[config.mk]
export PLATFORM = sky130hd
export DESIGN_NAME = jpeg_dequant
export DESIGN_NICKNAME = d
export VERILOG_FILES = /design/src/rtl/jpeg_dequant.sv
export SDC_FILE = /design/constraint.sdc
export NUM_CORES = 1
export LEC_CHECK = 0
export ABC_AREA = 1
export BUFFER_PORTS_ARGS = -buffer_cell sky130_fd_sc_hd__buf_2
export CELL_PAD_IN_SITES_DETAIL_PLACEMENT = 1
export CELL_PAD_IN_SITES_GLOBAL_PLACEMENT = 1
export CORE_AREA = 2 2 203 205
export DETAILED_ROUTE_END_ITERATION = 10
export DIE_AREA = 0 0 205 207
export HOLD_SLACK_MARGIN = 0.12
export PLACE_DENSITY = 0.68
export SLEW_MARGIN = 0
export SYNTH_ARGS = -nofsm -noshare
export SYNTH_HDL_FRONTEND = slang
export SYNTH_SLANG_ARGS = --single-unit
[constraint.sdc]
create_clock -name clk_i -period 6.38 [get_ports clk_i]
set_input_delay 0.319 -clock clk_i [delete_from_list [all_inputs] [get_ports clk_i]]
set_output_delay 0.319 -clock clk_i [all_outputs]
set_load 0.01 [all_outputs]
[src/rtl/jpeg_dequant.sv]
// JPEG inverse-quantization stage: multiplies each 16-bit coefficient of an 8x8 block
// by the luminance quantization table and saturates the product to SAT_BITS signed bits.
module jpeg_dequant #(
  parameter int SAT_BITS = 12
) (
  input  logic        clk_i,
  input  logic        rst_i,
  input  logic        start_i,
  output logic        busy_o,
  output logic        done_o,
  input  logic        in_valid_i,
  output logic        in_ready_o,
  input  logic [31:0] in_data_i,
  output logic        out_valid_o,
  input  logic        out_ready_i,
  output logic [31:0] out_data_o
);

  typedef enum logic [1:0] {IDLE, RUN, FLUSH, DONE} state_t;

  localparam logic signed [24:0] SAT_MAX = 25'(2 ** (SAT_BITS - 1) - 1);
  localparam logic signed [24:0] SAT_MIN = 25'(-(2 ** (SAT_BITS - 1)));

  // Annex K.1 luminance table stored column-major: entry k is Qstd[k % 8][k / 8].
  localparam logic [7:0] QTAB [64] = '{
    8'd16, 8'd12, 8'd14, 8'd14, 8'd18,  8'd24,  8'd49,  8'd72,
    8'd11, 8'd12, 8'd13, 8'd17, 8'd22,  8'd35,  8'd64,  8'd92,
    8'd10, 8'd14, 8'd16, 8'd22, 8'd37,  8'd55,  8'd78,  8'd95,
    8'd16, 8'd19, 8'd24, 8'd29, 8'd56,  8'd64,  8'd87,  8'd98,
    8'd24, 8'd26, 8'd40, 8'd51, 8'd68,  8'd81,  8'd103, 8'd112,
    8'd40, 8'd58, 8'd57, 8'd87, 8'd109, 8'd104, 8'd121, 8'd100,
    8'd51, 8'd60, 8'd69, 8'd80, 8'd103, 8'd113, 8'd120, 8'd103,
    8'd61, 8'd55, 8'd56, 8'd62, 8'd77,  8'd92,  8'd101, 8'd99
  };

  // Signed coefficient times unsigned table entry, clamped; no rounding is applied.
  function automatic logic [15:0] dequant(input logic signed [15:0] c, input logic [7:0] q);
    logic signed [24:0] ce;
    logic signed [24:0] qe;
    logic signed [24:0] p;
    ce = 25'(c);
    qe = $signed({17'd0, q});
    p  = ce * qe;
    if (p > SAT_MAX) begin
      return SAT_MAX[15:0];
    end else if (p < SAT_MIN) begin
      return SAT_MIN[15:0];
    end
    return p[15:0];
  endfunction

  state_t      state_q, state_d;
  logic [4:0]  wcnt_q, wcnt_d;
  logic        out_valid_q, out_valid_d;
  logic [31:0] out_data_q, out_data_d;
  logic        in_acc;
  logic        out_acc;

  always_comb begin
    state_d     = state_q;
    wcnt_d      = wcnt_q;
    out_valid_d = out_valid_q;
    out_data_d  = out_data_q;
    // Single output register: a new word may enter whenever the current one leaves.
    in_ready_o  = (state_q == RUN) && (!out_valid_q || out_ready_i);
    in_acc      = in_valid_i && in_ready_o;
    out_acc     = out_valid_q && out_ready_i;

    if (in_acc) begin
      out_valid_d = 1'b1;
      out_data_d  = {dequant(in_data_i[31:16], QTAB[{wcnt_q, 1'b0}]),
                     dequant(in_data_i[15:0],  QTAB[{wcnt_q, 1'b1}])};
    end else if (out_acc) begin
      out_valid_d = 1'b0;
    end

    case (state_q)
      IDLE: begin
        if (start_i) begin
          wcnt_d  = 5'd0;
          state_d = RUN;
        end
      end
      RUN: begin
        if (in_acc) begin
          wcnt_d = wcnt_q + 5'd1;
          if (wcnt_q == 5'd31) begin
            state_d = FLUSH;
          end
        end
      end
      FLUSH: begin
        if (out_acc) begin
          state_d = DONE;
        end
      end
      DONE: begin
        state_d = IDLE;
      end
      default: begin
        state_d = IDLE;
      end
    endcase
  end

  always_ff @(posedge clk_i or posedge rst_i) begin
    if (rst_i) begin
      state_q     <= IDLE;
      wcnt_q      <= 5'd0;
      out_valid_q <= 1'b0;
      out_data_q  <= 32'd0;
    end else begin
      state_q     <= state_d;
      wcnt_q      <= wcnt_d;
      out_valid_q <= out_valid_d;
      out_data_q  <= out_data_d;
    end
  end

  assign busy_o      = (state_q == RUN) || (state_q == FLUSH);
  assign done_o      = (state_q == DONE);
  assign out_valid_o = out_valid_q;
  assign out_data_o  = out_data_q;

endmodule

==> run summary <==
Final hold vios: 0
Largest net degree at the start of global routing: 41
H-tree levels: 2
Area grow syn2layout: 17.4%
WP data required: 6570 ps
Iter 0 DRT Violations: 403
Number of global-route vias before repair: 12000
Final Skew: 12.5 ps
Chip width: 205 µm
DR pass1 iterations: 4
Via Count: 11000
Final nets: 2188
Core ar.: 40400 µm²
Period minus WS final: 6080 ps
Max Freq: 0.165 GHz
First-pass GRT wire length: 60700 µm
Max Slew Vio Count: 0
Max_cap viols: 0
Total Routed Length: 37100 µm
Rows: 74
Clock sink count: 40
Setup crit end kind: flip-flop
WP data arrival: 6260 ps
Synth Cell Area: 11900 µm²
CTS buffer count: 5
Post-synth top area cell: fa_1
Clock Path Buffers: 2
Commonest non-fill, non-tap cell in the layout: inv_1
Metal3 WL: 896 µm
Crit-path max FO: 5
Setup_tns: 0 ps
Critical Path Most Common Cell: inv_1
Clk Latency, worst-skew pair: 300 ps
# port buffers: 72
Overall Global Routing Usage: 17.7%
Placed cells: 2364
Met2 Wirelength: 18500 µm
Hold buffers post-CTS: 0
Headroom to the max-slew limit: 35.0%
Status: complete, no violations
CP Launch Type: flip-flop
Via density: 4.60
Hpwl dp: 31600 µm
Layout cell share with drive strength beyond 1: 17.0%
Worst path max stage delay: 630 ps
DR WL/cell: 15.5 µm
Final worst path period share: 95.2%
Post-synth top area share: 28.5%
I/O pin cnt: 73
Register bit count reported by yosys: 40
Die area: 42400 µm²
Finished Layout Cells: 2397
Highest routed layer: met4
Crit-path slowest cell: fa_2
GPL Wtd Cong: 0.886
GRT overflow: 0
CTS tree: yes
Worst slew pin tran: 974 ps
Area contributors post-synth: fa_1, inv_1, nand2_1
Synth Instances: 1753
DRC: 0
Post-synthesis sequential area ratio: 8.39%
Syn nets: 2077
Clock transition at the registers of the reported paths: 80 ps
Post-synthesis cell type count: 41
Initial antenna violation count: 0
Critical path type: flip-flop to flip-flop
Hold WS: 228 ps
Die Ht: 207 µm
Post-Syn Area per Cell: 6.81 µm²
Most frequent cells in the layout: inv_1, nand2_1, nor2_1
Antenna diodes: 0
Post-Route M1 WL: 17200 µm
Routed Antenna Nets: 0
Clock Tree Root: clkbuf_16
Hold crit path type: primary input to asynchronous set/reset pin
Initial core utilization: 29.6%
Setup violations, final: 0
Yosys warning total: 0
-- state kept, by name (all words and copies together), names as in the netlist --
signal       cells
out_data_o      32
wcnt_q           5
state_q          2
out_valid_o      1
-- Yosys cell counts, drive strengths merged --
master / n
nand2: 435
clkinv: 1
o21bai: 3
and2: 3
o31ai: 2
dfrtp: 40
a21boi: 2
o211ai: 8
nand4: 13
clkbuf: 21
o21ai: 21
o22ai: 3
nand3: 55
ha: 117
xnor2: 7
xor2: 7
nand3b: 13
buf: 10
nor2: 243
a21oi: 65
inv: 475
fa: 170
o311ai: 1
or2: 24
o221ai: 6
nor3: 8
-- logic make-up after synthesis --
kind of cell	after synthesis	share of synthesized area (%)
adders and majority gates	287	40.8
buffers and inverters	507	16.2
xor gates and xnor gates	14	1.09
DFF	40	8.39
AOI/OAI and AO/OA	111	5.88
and+or+nand+nor	794	27.7
-- per-stage QoR --
stage / area (µm²) / util [%] / worst slack [ps]
4_1_cts: 13300 / 33.0 / 11.0
3_3_place_gp: 13100 / 32.5 / -110
6_report: 14000 / 34.7 / 305
5_1_grt: 14000 / 34.7 / -68.7
2_1_floorplan: 11900 / - / 498
3_5_place_dp: 13100 / 32.5 / -220
-- layout make-up --
cell class / count / area, µm²
Multi-Input combinational cell: 1207 / 9450
Timing Repair Buffer: 133 / 922
Clock buffer: 6 / 139
Sequential cell: 40 / 1000
Clock inverter: 2 / 15.0
Fill cell: 5197 / 26400
Inverter: 476 / 1820
Tap cell: 532 / 666
Timing Repair inverter: 1 / 7.51
-- critical path, delay by kind of cell, from the launching register on --
family | cells | cell delay (ps)
DFF | 1 | 410
AOI/OAI and AO/OA | 4 | 700
and+or+nand+nor | 11 | 1240
adders and majority gates | 6 | 2680
buffers and inverters | 9 | 920
-- final timing paths --
check / startpoint / to / slack, ps / cells past startpoint
worst max-delay path: wcnt_q[1] / out_data_o[22] / 300 / 30
worst min-delay path: rst_i / out_valid_o / 230 / 2
worst max register to register: wcnt_q[1] / out_data_o[22] / 300 / 30
worst min register to register: out_data_o[28] / out_data_o[28] / 480 / 2
max in group asynchronous: rst_i / wcnt_q[0] / 5520 / 2
min in group clk_i: out_ready_i / out_valid_o / 240 / 2
-- per-layer routing --
layer	vias up	track usage (%)
met3	28	1.64
met1	5532	23.6
li1	5340	-
met4	0	2.08
met5	-	0
met2	125	31.8
-- repair_timing --
action / CTS / global route
gates resized for setup: 9 / 130
cloned: 0 / 3
setup endpoints to repair: 22 / 27
pin swaps: 0 / 21
buffers inserted: 1 / 21
Power is not shown: default switching activity piles up to over one toggle a cycle in this logic, so the estimate is an artifact.
